**src/rtl/sd_emmc_dma_mem_reader.sv**
```systemverilog
// -----------------------------------------------------------------------------
// sd_emmc_dma_mem_reader
//
// Purpose:
//   This is the host-to-card DMA reader of an SD/eMMC host controller. It
//   fetches 512-byte blocks (128 x 32-bit words) from system memory over an
//   AXI read channel, one 4-byte single-beat read at a time. Each word goes
//   into the TX FIFO. It stops at every SDMA buffer boundary until software
//   writes a new system address. When the programmed block count has been
//   sent, it raises a completion flag.
//
// Ports:
//   clock, reset            sole clock (rising edge), synchronous active-high reset
//   init_dma_sys_addr[31:0] start / restart system address
//   buf_boundary[2:0]       boundary code, bound = 8 << code blocks
//   block_count[15:0]       number of blocks to send (when blk_count_ena=1)
//   sys_addr_changed        pulse: new system address written (boundary resume)
//   dma_ena_trans_mode      DMA enabled for this transfer
//   dir_dat_trans_mode      0 = host-to-card (the only direction handled here)
//   blk_count_ena           1 = finite transfer of block_count blocks
//   xfer_start              pulse: start transfer
//   dat_int_rst             pulse: clear completion flag
//   data_int_cc             transfer complete
//   dma_int                 boundary-stop interrupt
//   fifo_full, fifo_wr_en, fifo_wr_data[31:0]   TX FIFO write side
//   read_addr[31:0], addr_read_valid, addr_read_ready   AXI read address
//   read_data[31:0], data_read_valid, data_read_ready   AXI read data
//
// Configuration:
//   SD_DMA_BOUNDARY_INT_EN  When defined, dma_int is raised while the reader is
//                           stopped at a buffer boundary. When undefined,
//                           dma_int is tied to 0.
// -----------------------------------------------------------------------------
module sd_emmc_dma_mem_reader (
    input  logic        clock,
    input  logic        reset,
    input  logic [31:0] init_dma_sys_addr,
    input  logic [2:0]  buf_boundary,
    input  logic [15:0] block_count,
    input  logic        sys_addr_changed,
    input  logic        dma_ena_trans_mode,
    input  logic        dir_dat_trans_mode,
    input  logic        blk_count_ena,
    input  logic        xfer_start,
    input  logic        dat_int_rst,
    output logic        data_int_cc,
    output logic        dma_int,
    input  logic        fifo_full,
    output logic        fifo_wr_en,
    output logic [31:0] fifo_wr_data,
    output logic [31:0] read_addr,
    output logic        addr_read_valid,
    input  logic        addr_read_ready,
    input  logic [31:0] read_data,
    input  logic        data_read_valid,
    output logic        data_read_ready
);

    typedef enum logic [2:0] {
        IDLE         = 3'd0,
        ADDR         = 3'd1,
        DATA         = 3'd2,
        BLK_CHECK    = 3'd3,
        NEW_SYS_ADDR = 3'd4,
        COMPLETE     = 3'd5
    } state_t;

    localparam logic [6:0] LAST_WORD = 7'd127;

    state_t      state_q, state_d;
    logic [31:0] read_addr_q, read_addr_d;
    logic        arvalid_q, arvalid_d;
    logic        rready_q, rready_d;
    logic        wr_en_q, wr_en_d;
    logic [31:0] wr_data_q, wr_data_d;
    logic        cc_q, cc_d;
    logic [6:0]  word_q, word_d;
    logic [15:0] total_blk_q, total_blk_d;
    logic [10:0] bnd_blk_q, bnd_blk_d;
    // Transfer parameters captured at start; the mode inputs are not looked at again
    logic [10:0] bound_q, bound_d;
    logic [15:0] blk_cnt_q, blk_cnt_d;
    logic        cnt_ena_q, cnt_ena_d;

    logic        start_ok_s;
    logic [15:0] total_inc_s;
    logic [10:0] bnd_inc_s;

    // A start request counts only for a DMA, host-to-card transfer
    assign start_ok_s  = xfer_start & dma_ena_trans_mode & ~dir_dat_trans_mode;
    assign total_inc_s = total_blk_q + 16'd1;
    assign bnd_inc_s   = bnd_blk_q + 11'd1;

    // Next-state and datapath update for the transfer sequencer
    always_comb begin
        state_d     = state_q;
        read_addr_d = read_addr_q;
        arvalid_d   = arvalid_q;
        rready_d    = rready_q;
        wr_en_d     = 1'b0;          // FIFO write is a single-cycle pulse
        wr_data_d   = wr_data_q;
        cc_d        = cc_q;
        word_d      = word_q;
        total_blk_d = total_blk_q;
        bnd_blk_d   = bnd_blk_q;
        bound_d     = bound_q;
        blk_cnt_d   = blk_cnt_q;
        cnt_ena_d   = cnt_ena_q;

        case (state_q)
            IDLE: begin
                if (start_ok_s) begin
                    read_addr_d = init_dma_sys_addr;
                    word_d      = 7'd0;
                    total_blk_d = 16'd0;
                    bnd_blk_d   = 11'd0;
                    bound_d     = 11'd8 << buf_boundary;
                    blk_cnt_d   = block_count;
                    cnt_ena_d   = blk_count_ena;
                    // A finite transfer of zero blocks finishes without touching the bus
                    if (blk_count_ena && (block_count == 16'd0)) begin
                        state_d = COMPLETE;
                        cc_d    = 1'b1;
                    end else begin
                        state_d = ADDR;
                    end
                end else begin
                    state_d = IDLE;
                end
            end

            ADDR: begin
                if (arvalid_q) begin
                    // Valid is held, with the address stable, until it is accepted
                    if (addr_read_ready) begin
                        arvalid_d = 1'b0;
                        rready_d  = 1'b1;
                        state_d   = DATA;
                    end else begin
                        arvalid_d = 1'b1;
                    end
                end else begin
                    // The FIFO must have room before a read is issued. The word then
                    // lands unconditionally, so DATA never stalls on fifo_full.
                    if (!fifo_full) begin
                        arvalid_d = 1'b1;
                    end else begin
                        arvalid_d = 1'b0;
                    end
                end
            end

            DATA: begin
                if (data_read_valid) begin
                    wr_en_d     = 1'b1;
                    wr_data_d   = read_data;
                    read_addr_d = read_addr_q + 32'd4;
                    word_d      = word_q + 7'd1;
                    rready_d    = 1'b0;
                    if (word_q == LAST_WORD) begin
                        state_d = BLK_CHECK;
                    end else begin
                        state_d = ADDR;
                    end
                end else begin
                    rready_d = 1'b1;
                end
            end

            BLK_CHECK: begin
                total_blk_d = total_inc_s;
                bnd_blk_d   = bnd_inc_s;
                word_d      = 7'd0;
                if (cnt_ena_q && (total_inc_s >= blk_cnt_q)) begin
                    state_d = COMPLETE;
                    cc_d    = 1'b1;
                end else if (bnd_inc_s == bound_q) begin
                    state_d = NEW_SYS_ADDR;
                end else begin
                    state_d = ADDR;
                end
            end

            NEW_SYS_ADDR: begin
                if (sys_addr_changed) begin
                    read_addr_d = init_dma_sys_addr;
                    bnd_blk_d   = 11'd0;
                    state_d     = ADDR;
                end else begin
                    state_d = NEW_SYS_ADDR;
                end
            end

            COMPLETE: begin
                // A start that arrives together with the clear is dropped
                if (dat_int_rst) begin
                    cc_d    = 1'b0;
                    state_d = IDLE;
                end else begin
                    state_d = COMPLETE;
                end
            end

            default: begin
                state_d   = IDLE;
                arvalid_d = 1'b0;
                rready_d  = 1'b0;
                cc_d      = 1'b0;
            end
        endcase
    end

    // Sequencer state and datapath registers
    always_ff @(posedge clock) begin
        if (reset) begin
            state_q     <= IDLE;
            read_addr_q <= 32'd0;
            arvalid_q   <= 1'b0;
            rready_q    <= 1'b0;
            wr_en_q     <= 1'b0;
            wr_data_q   <= 32'd0;
            cc_q        <= 1'b0;
            word_q      <= 7'd0;
            total_blk_q <= 16'd0;
            bnd_blk_q   <= 11'd0;
            bound_q     <= 11'd0;
            blk_cnt_q   <= 16'd0;
            cnt_ena_q   <= 1'b0;
        end else begin
            state_q     <= state_d;
            read_addr_q <= read_addr_d;
            arvalid_q   <= arvalid_d;
            rready_q    <= rready_d;
            wr_en_q     <= wr_en_d;
            wr_data_q   <= wr_data_d;
            cc_q        <= cc_d;
            word_q      <= word_d;
            total_blk_q <= total_blk_d;
            bnd_blk_q   <= bnd_blk_d;
            bound_q     <= bound_d;
            blk_cnt_q   <= blk_cnt_d;
            cnt_ena_q   <= cnt_ena_d;
        end
    end

`ifdef SD_DMA_BOUNDARY_INT_EN
    logic dma_int_q, dma_int_d;

    // Boundary interrupt: set on entry to the boundary stop, cleared by the resume pulse
    always_comb begin
        dma_int_d = dma_int_q;
        if ((state_q == BLK_CHECK) && (state_d == NEW_SYS_ADDR)) begin
            dma_int_d = 1'b1;
        end else if ((state_q == NEW_SYS_ADDR) && sys_addr_changed) begin
            dma_int_d = 1'b0;
        end else begin
            dma_int_d = dma_int_q;
        end
    end

    // Boundary interrupt register
    always_ff @(posedge clock) begin
        if (reset) begin
            dma_int_q <= 1'b0;
        end else begin
            dma_int_q <= dma_int_d;
        end
    end

    assign dma_int = dma_int_q;
`else
    assign dma_int = 1'b0;
`endif

    assign read_addr       = read_addr_q;
    assign addr_read_valid = arvalid_q;
    assign data_read_ready = rready_q;
    assign fifo_wr_en      = wr_en_q;
    assign fifo_wr_data    = wr_data_q;
    assign data_int_cc     = cc_q;

endmodule

```
**config.mk**
```make
export PLATFORM = sky130hd
export DESIGN_NAME = sd_emmc_dma_mem_reader
export DESIGN_NICKNAME = d
export VERILOG_FILES = /design/src/rtl/sd_emmc_dma_mem_reader.sv
export SDC_FILE = /design/constraint.sdc
export NUM_CORES = 1
export LEC_CHECK = 0
export ABC_AREA = 1
export BUFFER_PORTS_ARGS = -buffer_cell sky130_fd_sc_hd__buf_4
export CAP_MARGIN = 40
export CORE_MARGIN = 2
export CORE_UTILIZATION = 61
export CTS_BUF_LIST = sky130_fd_sc_hd__clkbuf_8
export DETAILED_ROUTE_END_ITERATION = 10
export GPL_TIMING_DRIVEN = 0
export MAX_ROUTING_LAYER = met4
export PLACE_DENSITY = 0.89
export SYNTH_ARGS = -nofsm -noshare
export SYNTH_HDL_FRONTEND = slang
export SYNTH_SLANG_ARGS = --single-unit
```
**constraint.sdc**
```tcl
create_clock -name clock -period 4.7 [get_ports clock]
set_input_delay 0.235 -clock clock [delete_from_list [all_inputs] [get_ports clock]]
set_output_delay 0.235 -clock clock [all_outputs]
set_load 0.1 [all_outputs]
```
==> results of run 1 <==
## power by group
group / switching, W / internal [W] / total, W / leakage [nW]
logic: 0.00186 / 0.000583 / 0.00244 / 2.83
clock network: 0.000449 / 0.000581 / 0.00103 / 0.219
registers: 0.000222 / 0.00129 / 0.00151 / 1.06
total: 0.00253 / 0.00245 / 0.00498 / 4.10
## Yosys cell counts (4+ instances only)
cell / n
nor4_1: 6
clkbuf_1: 25
a211oi_1: 10
o211ai_1: 9
nand3_2: 6
nand4_1: 18
nand3_1: 52
nor2_4: 6
nor3_1: 13
o21ai_0: 76
xor2_1: 12
dfxtp_1: 130
clkbuf_8: 5
nand2_1: 223
nand3b_1: 4
o21bai_1: 6
inv_1: 110
nor2_2: 10
ha_1: 20
buf_2: 6
or2_2: 8
a31oi_1: 8
xnor2_1: 4
a21oi_1: 92
o21a_1: 4
buf_4: 5
nor2_1: 116
## kinds of logic (layout without fill, tap and decap cells)
kind of cell / Yosys count / in the layout / synth area share, %
other: 1 / 1 / 0.0532
buffers and inverters: 155 / 373 / 9.46
and+or+nand+nor: 474 / 474 / 30.5
AOI/OAI and AO/OA: 219 / 219 / 17.3
adders and majority gates: 20 / 20 / 3.55
xor gates and xnor gates: 17 / 17 / 2.22
DFF: 130 / 130 / 36.9
## worst max-delay path: cells and delay by family (launching register included)
family,cells,cell delay [ps]
adders and majority gates,2,500
buffers and inverters,1,70
DFF,1,450
xor gates and xnor gates,1,160
and+or+nand+nor,11,1550
AOI/OAI and AO/OA,2,290
## layout by cell type, fill, tap and decap left out, types with 3 or more instances in the layout
| cell type | netlist | layout |
|---|---|---|
| a211oi_1 | 10 | 10 |
| a21oi_1 | 92 | 92 |
| a31oi_1 | 8 | 8 |
| buf_2 | 6 | 6 |
| buf_4 | 5 | 165 |
| bufinv_16 | 0 | 3 |
| clkbuf_1 | 25 | 25 |
| clkbuf_8 | 5 | 27 |
| clkinv_2 | 1 | 3 |
| dfxtp_1 | 130 | 130 |
| dlygate4sd3_1 | 0 | 29 |
| ha_1 | 20 | 20 |
| inv_1 | 110 | 112 |
| nand2_1 | 223 | 223 |
| nand3_1 | 52 | 52 |
| nand3_2 | 6 | 6 |
| nand3b_1 | 4 | 4 |
| nand4_1 | 18 | 18 |
| nor2_1 | 116 | 116 |
| nor2_2 | 10 | 10 |
| nor2_4 | 6 | 6 |
| nor3_1 | 13 | 13 |
| nor4_1 | 6 | 6 |
| o211ai_1 | 9 | 9 |
| o21a_1 | 4 | 4 |
| o21ai_0 | 76 | 76 |
| o21bai_1 | 6 | 6 |
| or2_2 | 8 | 8 |
| xnor2_1 | 4 | 4 |
| xor2_1 | 12 | 12 |
## final timing paths
path | start | to | slack [ps] | cells past startpoint
worst max-delay path | total_blk_q[0] | data_int_cc | 1610 | 17
worst min-delay path | init_dma_sys_addr[1] | read_addr[1] | 20 | 3
worst max register to register | total_blk_q[0] | data_int_cc | 1610 | 17
worst min register to register | word_q[5] | word_q[5] | 460 | 1
## registers in the layout (all words and copies together), names as in the netlist
register         count
total_blk_q         16
fifo_wr_data        32
bound_q              8
data_read_ready      1
word_q               7
bnd_blk_q           11
data_int_cc          1
cnt_ena_q            1
fifo_wr_en           1
addr_read_valid      1
state_q              3
read_addr           32
blk_cnt_q           16
## layout make-up
class	instances	area [sq um]	share of cell area [%]
Multi-Input combinational cell	731	3780	41.4
Inverter	112	422	4.62
Timing Repair Buffer	189	1490	16.3
Clock buffer	22	303	3.32
Clock inverter	7	108	1.18
Buffer	43	245	2.69
Sequential cell	130	2600	28.5
Tap cell	143	179	1.96
## repair_timing
action | 4_1_cts | 5_1_grt
setup endpoints to repair | 0 | 0
endpoints found under the hold margin | 29 | 0
hold buffers | 29 | 0
## per-stage QoR
| stage | utilization (%) | instances |
|---|---|---|
| 2_1_floorplan | - | 1016 |
| 3_3_place_gp | 74.1 | 1319 |
| 3_5_place_dp | 74.1 | 1319 |
| 4_1_cts | 80.3 | 1377 |
| 5_1_grt | 80.3 | 1377 |
| 6_report | 80.3 | 1377 |
## metal layers
metal / GRT usage, % / vias to the layer above
li1: - / 3752
met1: 40.3 / 3589
met2: 65.1 / 476
met3: 11.1 / 130
met4: 21.9 / 0
met5: - / -
==> impl_metrics.json, run 1 <==
{
  "syn_inst": 1016,
  "htreeDepth": 4,
  "ir_drop_mv": 0.588,
  "grt_pass1_vias": 7775,
  "final_nets": 1338,
  "antenna_found_initial": 0,
  "grtUsageTotal_pct": 38.5,
  "clk_latency_ps": 470,
  "ys_ff_latch": 130,
  "grt_pass1_wl_mm": 37.2,
  "start_util_pct": 62.0,
  "io_pins": 163,
  "clock_sinks": 130,
  "vias": 7947,
  "syn_avg_cell_area_sq_um": 6.94,
  "hold_viol_final": 0,
  "synth-async-reset-ratio_pct": 0,
  "synthesis.nets": 1130,
  "synth-edff-count": 0,
  "drv_cap": 0,
  "first_pass_iters": 7,
  "rsz0062_at_grt": "no",
  "timing.setup.tns_ps": 0,
  "rows": 39,
  "finalPower_w": 0.00498,
  "cpPeakStageDelay_ps": 450,
  "path_max_fanout": 6,
  "setup_violations": 0,
  "cp-end-kind": "flop",
  "period_share_pct": 65.8,
  "dp_hpwl_mm": 15.3,
  "slew_violations": 0,
  "yosys.area.top_type": "dfxtp_1",
  "top_layer": "met4",
  "drive_gt1_share_pct": 20.1,
  "fill_cells": 799,
  "fmax_mhz": 324,
  "crit_path_start_kind": "flop",
  "post-cts-setup-buffer-count": 0,
  "crit_top_cell": "nand2_1",
  "crit_chain": "ha_1 > nand2_1 > nor2_1 > nand3_1 > nor3b_1 > xor2_1 > inv_1 > ha_1 > nand2_1 > nor3_1 > nand2_1 > nand3_1 > nand2_1 > nand2_1 > nand3_1 > o21bai_1 > a21oi_1",
  "coreArea_sq_um": 11400,
  "finalWeightedCongestion": 0.888,
  "cp_data_arrival_time_ps": 3480,
  "postLayoutCellArea_sq_um": 9130,
  "ys_types": 52,
  "timing_worst_setup_path_type": "reg -> reg",
  "wire_per_inst_microns": 16.7,
  "cts.reportedPaths.clkPinSlew_ps": 80,
  "status": "completed",
  "yosys_warnings": 0,
  "synth_top_area_share_pct": 36.9,
  "critPathSlowestCell": "dfxtp_1",
  "p_per_area_nw_per_um2": 546,
  "die_h_microns": 111,
  "port_buffers": 160,
  "dp_slack_ps": 1630,
  "dieArea_sq_um": 12400,
  "met2WireLength_mm": 11.4,
  "finalWorstSetupSlack_ps": 1610,
  "ys_seq_area_share_pct": 36.9,
  "tightest_slew_ps": 766,
  "root_buffer": "clkbuf_8",
  "drtIter0Drc": 675,
  "dr_wl_met3_mm": 2.18,
  "hold_ws_ps": 22.9,
  "area_growth_pct": 29.5,
  "cts-resized-gates": 0,
  "cts_tree": "built",
  "synth_ff_type": "dfxtp_1",
  "detail-route-antenna-nets": 0,
  "clockBufferDepth": 2,
  "cp.required_ps": 5090,
  "drc": 0,
  "min_path_type": "in -> reg",
  "diodes": 0,
  "netlist_area_sq_um": 7050,
  "slew_headroom_pct": 49.0,
  "grt_max_degree": 17,
  "drt_wl_total_mm": 23.0,
  "p_leak_nw": 4.10,
  "min_period_ps": 3090,
  "grt-ovfl-total": 0,
  "cts_buffers": 17,
  "wl_met1_mm": 8.27,
  "placed_cell_area_sq_um": 8430,
  "die_x_microns": 111,
  "via_per_inst": 5.77,
  "synth_area_leaders": "dfxtp_1 37%, nand2_1 12%, a21oi_1 6.5%, nor2_1 6.2%, inv_1 5.9%",
  "finClkSkew_ps": 12.6
}
(Power assumes the default switching activity.)
==> inputs of run 2 (changes only) <==
--- a/config.mk
+++ b/config.mk
@@ -9,12 +9,12 @@
 export BUFFER_PORTS_ARGS = -buffer_cell sky130_fd_sc_hd__buf_4
 export CAP_MARGIN = 40
 export CORE_MARGIN = 2
-export CORE_UTILIZATION = 61
+export CORE_UTILIZATION = 51
 export CTS_BUF_LIST = sky130_fd_sc_hd__clkbuf_8
 export DETAILED_ROUTE_END_ITERATION = 10
 export GPL_TIMING_DRIVEN = 0
 export MAX_ROUTING_LAYER = met4
-export PLACE_DENSITY = 0.89
+export PLACE_DENSITY = 0.79
 export SYNTH_ARGS = -nofsm -noshare
 export SYNTH_HDL_FRONTEND = slang
 export SYNTH_SLANG_ARGS = --single-unit
==> constraint.sdc (replaced) <==
create_clock -name clock -period 2.6 [get_ports clock]
set_input_delay 0.13 -clock clock [delete_from_list [all_inputs] [get_ports clock]]
set_output_delay 0.13 -clock clock [all_outputs]
set_load 0.1 [all_outputs]
==> run 2 against run 1 <==
The flow now finishes with violations (setup timing). Die area grew 19%. Final cell count grew 5.6%. Critical path depth shrank 1. First-iteration DRC count shrank 1.8%. Clock-buffer cell count shrank 4. Largest cell class unchanged.
==> impl_metrics.json, run 2 (same netlist as run 1, synthesis figures left out) <==
{
  "r2r-end": "data_int_cc",
  "final_cell_mix": "220 x nand2_1, 172 x buf_4, 125 x dfxtp_1",
  "holdPathStages": 3,
  "busiest_layer": "met2",
  "crit_chain": "inv_1 > nor4_4 > nand3_1 > nor3b_1 > xor2_1 > inv_1 > ha_1 > nand2_1 > nor3_2 > nand2_1 > nand3_1 > nand2_2 > nand2_1 > nand3_2 > o21bai_1 > a21oi_1",
  "drive_gt1_share_pct": 21.5,
  "grtUsageTotal_pct": 31.3,
  "rows": 42,
  "met1_usage_pct": 37.0,
  "area_growth_pct": 37.1,
  "min_path_type": "in -> reg",
  "root_buffer": "clkbuf_8",
  "dp_slack_ps": -385,
  "rr_worst_depth": 16,
  "p_per_area_nw_per_um2": 935,
  "cpPeakStageDelay_ps": 360,
  "path_max_fanout": 3,
  "crit_top_cell": "nand2_1",
  "die_h_microns": 122,
  "cts.reportedPaths.clkPinSlew_ps": 80,
  "fmax_mhz": 350,
  "timing_worst_setup_path_type": "reg -> reg",
  "grt_pass1_vias": 7388,
  "final_common_cell": "nand2_1",
  "port_buffers": 160,
  "drt_wl_total_mm": 22.5,
  "dieArea_sq_um": 14800,
  "wire_per_inst_microns": 15.5,
  "grt_max_degree": 17,
  "drc": 0,
  "detail-route-antenna-nets": 0,
  "diodes": 0,
  "clock_sinks": 130,
  "period_share_pct": 110,
  "register_area_sq_um": 2610,
  "grt-ovfl-total": 0,
  "cts_buffers": 17,
  "r2r_start": "total_blk_q[5]",
  "r2r_slack_ps": -260,
  "dp_hpwl_mm": 15.1,
  "min_period_ps": 2860,
  "final_nets": 1380,
  "use_met2_pct": 53.0,
  "antenna_found_initial": 0,
  "start_util_pct": 52.8,
  "cts_tree": "built",
  "clk_latency_ps": 460,
  "hold_end": "blk_cnt_q[7]",
  "failed_checks": "setup timing",
  "vias": 7844,
  "critPathSlowestCell": "dfxtp_1",
  "cp-end-kind": "flop",
  "use_met3_pct": 7.91,
  "crit_path_start_kind": "flop",
  "die_x_microns": 122,
  "status": "complete, but fails checks",
  "clockBufferDepth": 2,
  "drv_cap": 0,
  "rsz0062_at_grt": "yes",
  "finClkSkew_ps": 15.5,
  "ir_drop_mv": 1.01,
  "multi_input_area_sq_um": 3840,
  "via_per_inst": 5.39,
  "finalWorstSetupSlack_ps": -259,
  "first_pass_iters": 6,
  "critPathBufInv": 2,
  "htreeDepth": 4,
  "p_leak_nw": 4.30,
  "coreArea_sq_um": 13300,
  "tightest_slew_ps": 757,
  "slew_headroom_pct": 49.6,
  "hold_viol_final": 0,
  "cp_data_arrival_time_ps": 3230,
  "grt_pass1_wl_mm": 35.2,
  "slew_violations": 0,
  "min_from": "block_count[7]",
  "drtIter0Drc": 663,
  "cp.required_ps": 2970,
  "timing.setup.tns_ps": -490,
  "fill_cells": 1072,
  "setup_violations": 3,
  "io_pins": 163,
  "finalWeightedCongestion": 0.932,
  "path_delay_family": "simple AND/OR/NAND/NOR gates"
}
## run 2: cell types whose count changed in the layout (fill, tap and decap cells not counted), sizes merged
cell         change
inv              +3
clkbuf           -4
clkinvlp         +2
buf              +8
dlygate4sd3     +34
clkinv           +1
## run 2: layout make-up
type                       count  area share (%)
buffer                        43            2.54
timing repair buffer         231            19.6
sequential                   130            27.0
inverter                     112            4.36
clock inverter                13            1.81
tap                          176            2.28
multi-input combinational    731            39.8
clock buffer                  18            2.56
## run 2: worst min-delay path, stage by stage
cell and delay, ps:
buf_4 90, o21ai_0 100, a21oi_1 120
## run 2: worst max path at each step
stage | from | to | slack [ps] | depth (start not counted)
floorplan | total_blk_q[0] | data_int_cc | 70 | 17
global placement | total_blk_q[0] | state_q[0] | -350 | 19
detailed placement | total_blk_q[0] | data_int_cc | -390 | 17
CTS | total_blk_q[0] | state_q[0] | -200 | 21
global route | total_blk_q[0] | data_int_cc | -500 | 17
finish | total_blk_q[5] | data_int_cc | -260 | 16
## run 2: power breakdown
part | internal, W | switching, W
clock network | 0.000988 | 0.000892
logic | 0.00110 | 0.00335
registers | 0.00233 | 0.000386
total | 0.00441 | 0.00463
## run 2: timing repair
item / CTS / global route
gates resized for setup: 13 / 5
hold buffers: 63 / 0
pin swaps: 6 / 8
setup buffers: 5 / 3
hold endpoints to repair: 61 / 0
endpoints found under the setup margin: 3 / 3
## run 2: routing by layer
layer	routed length [microns]	vias up
li1	-	3844
met1	9040	3576
met2	11000	377
met3	2070	47
met4	401	0
met5	0	-
## run 2: stage by stage
step           cells  power (W)  utilization, %  area (sq um)  hold slack, ps
2_1_floorplan   1016    0.00597               -          7050             265
3_3_place_gp    1352    0.00698            63.5          8470             350
3_5_place_dp    1352    0.00701            63.5          8470             357
4_1_cts         1451    0.00895            72.1          9620            1.98
5_1_grt         1454    0.00938            72.4          9660            20.3
6_report        1454    0.00904            72.4          9660            19.1
==> inputs of run 3 (changes only) <==
--- a/config.mk
+++ b/config.mk
@@ -8,6 +8,7 @@
 export ABC_AREA = 1
 export BUFFER_PORTS_ARGS = -buffer_cell sky130_fd_sc_hd__buf_4
 export CAP_MARGIN = 40
+export CORE_ASPECT_RATIO = 1.25
 export CORE_MARGIN = 2
 export CORE_UTILIZATION = 51
 export CTS_BUF_LIST = sky130_fd_sc_hd__clkbuf_8
==> run 3 against run 2 <==
The run still ends with setup timing left. Maximum frequency about the same. Hold slack better by 8.3 ps. Global-route usage grew 0.36 points. Core utilization grew 0.14 points. Sequential power hardly changed. Sequential cell count stayed put. Critical endpoint is now state_q[0]. Largest cell class unchanged.
==> impl_metrics.json, run 3 (same netlist as run 1, synthesis figures left out) <==
{
  "path_max_fanout": 5,
  "cp_data_arrival_time_ps": 3180,
  "dp_slack_ps": -424,
  "r2r_slack_ps": -260,
  "finalWorstSetupSlack_ps": -259,
  "grt_pass1_vias": 7568,
  "cp.required_ps": 2920,
  "final_cell_mix": "218 x nand2_1, 178 x buf_4, 122 x dfxtp_1",
  "drt_wl_total_mm": 22.5,
  "critPathSlowestCell": "dfxtp_4",
  "p_per_area_nw_per_um2": 929,
  "min_path_type": "in -> reg",
  "crit_top_cell": "nand2_1",
  "tightest_slew_ps": 714,
  "slew_violations": 0,
  "htreeDepth": 4,
  "critPathBufInv": 0,
  "postLayoutCellArea_sq_um": 9890,
  "grt-ovfl-total": 0,
  "timing.setup.tns_ps": -535,
  "coreArea_sq_um": 13600,
  "antenna_found_initial": 0,
  "wire_per_inst_microns": 15.3,
  "root_buffer": "clkbuf_8",
  "instances_no_fill": 1468,
  "cts_tree": "built",
  "diodes": 0,
  "ir_drop_mv": 0.964,
  "clock_sinks": 130,
  "finalWeightedCongestion": 0.953,
  "final_common_cell": "nand2_1",
  "start_util_pct": 51.7,
  "grtUsageTotal_pct": 31.6,
  "grt_max_degree": 17,
  "p_leak_nw": 4.40,
  "drc": 0,
  "dp_hpwl_mm": 14.8,
  "die_h_microns": 135,
  "fmax_mhz": 350,
  "vias": 7893,
  "timing_worst_setup_path_type": "reg -> reg",
  "dpl.cell_count": 1351,
  "placed_cell_area_sq_um": 8470,
  "path_delay_family": "simple AND/OR/NAND/NOR gates",
  "slew_headroom_pct": 52.4,
  "failed_checks": "setup timing",
  "crit_chain": "ha_2 > nand2_1 > nor2_4 > nand2_1 > nor2_2 > nand4_1 > xnor2_2 > ha_1 > nand2_2 > o21bai_1 > nand2_1 > a21oi_2 > nand3_2 > nand2_2 > nand4_1 > nand2_1 > nand2_1 > nand2_1 > a21oi_2",
  "die_x_microns": 109,
  "final_nets": 1394,
  "grt_pass1_wl_mm": 35.4,
  "setup_violations": 3,
  "cts.reportedPaths.clkPinSlew_ps": 80,
  "cpPeakStageDelay_ps": 380,
  "drtIter0Drc": 538,
  "clk_latency_ps": 460,
  "rsz0062_at_grt": "yes",
  "detail-route-antenna-nets": 0,
  "io_pins": 163,
  "port_buffers": 160,
  "min_period_ps": 2860,
  "cts_buffers": 17,
  "finClkSkew_ps": 8.73,
  "period_share_pct": 110,
  "first_pass_iters": 5,
  "crit_path_start_kind": "flop",
  "dieArea_sq_um": 14800,
  "cp-end-kind": "flop",
  "rows": 48,
  "area_growth_pct": 40.3,
  "clockBufferDepth": 2,
  "drv_cap": 0,
  "status": "complete, but fails checks",
  "via_per_inst": 5.38,
  "drive_gt1_share_pct": 22.9,
  "hold_viol_final": 0,
  "finalPower_w": 0.00919
}
[run 3: cell count changes in the layout (fill, tap and decap cells not counted), sizes merged]
cell,change
bufinv,+1
dlygate4sd3,+8
inv,-1
clkbuf,+1
buf,+6
[run 3: worst min-delay path, delay by kind of cell]
family	cells	cell delay, ps
buf+inv	1	80
compound gates	2	230
[run 3: report_power, final]
part / switching (W) / internal, W / leakage [nW] / total (W)
clock network: 0.000899 / 0.00111 / 0.224 / 0.00201
logic: 0.00336 / 0.00112 / 3.11 / 0.00448
registers: 0.000371 / 0.00233 / 1.06 / 0.00270
[run 3: per-stage QoR]
step / utilization [%] / hold slack, ps
floorplan: - / 265
global placement: 62.1 / 351
detailed placement: 62.1 / 358
CTS: 71.8 / 15.0
global route: 72.5 / 49.8
finish: 72.5 / 27.4
[run 3: path summary, 6_finish.rpt]
path / start / depth (start not counted) / end
max: total_blk_q[0] / 19 / state_q[0]
min: block_count[15] / 3 / blk_cnt_q[15]
max reg2reg: total_blk_q[0] / 19 / state_q[0]
min reg2reg: blk_cnt_q[9] / 2 / blk_cnt_q[9]
[run 3: per-layer routing]
metal	global-route usage [%]	vias to the layer above	wire length, microns
met5	-	-	0
met4	14.9	0	871
met3	5.29	68	1410
met2	55.2	328	11500
met1	34.6	3626	8730
li1	-	3871	-
[run 3: repair_timing]
action                                 in CTS  in global routing
setup endpoints to repair                   3                  3
resized for setup                          18                 16
buffers inserted                           10                  4
pin swaps                                   3                 15
endpoints found under the hold margin      69                  0
hold buffers                               71                  0
[run 3: final cells by class]
| type | count | area, sq um |
|---|---|---|
| Clock buffer | 19 | 262 |
| Multi-Input combinational cell | 731 | 3910 |
| Fill cell | 1038 | 3750 |
| Sequential cell | 130 | 2620 |
| Tap cell | 175 | 219 |
| Buffer | 43 | 245 |
| Inverter | 112 | 422 |
| Clock inverter | 13 | 196 |
| Timing Repair Buffer | 245 | 2020 |
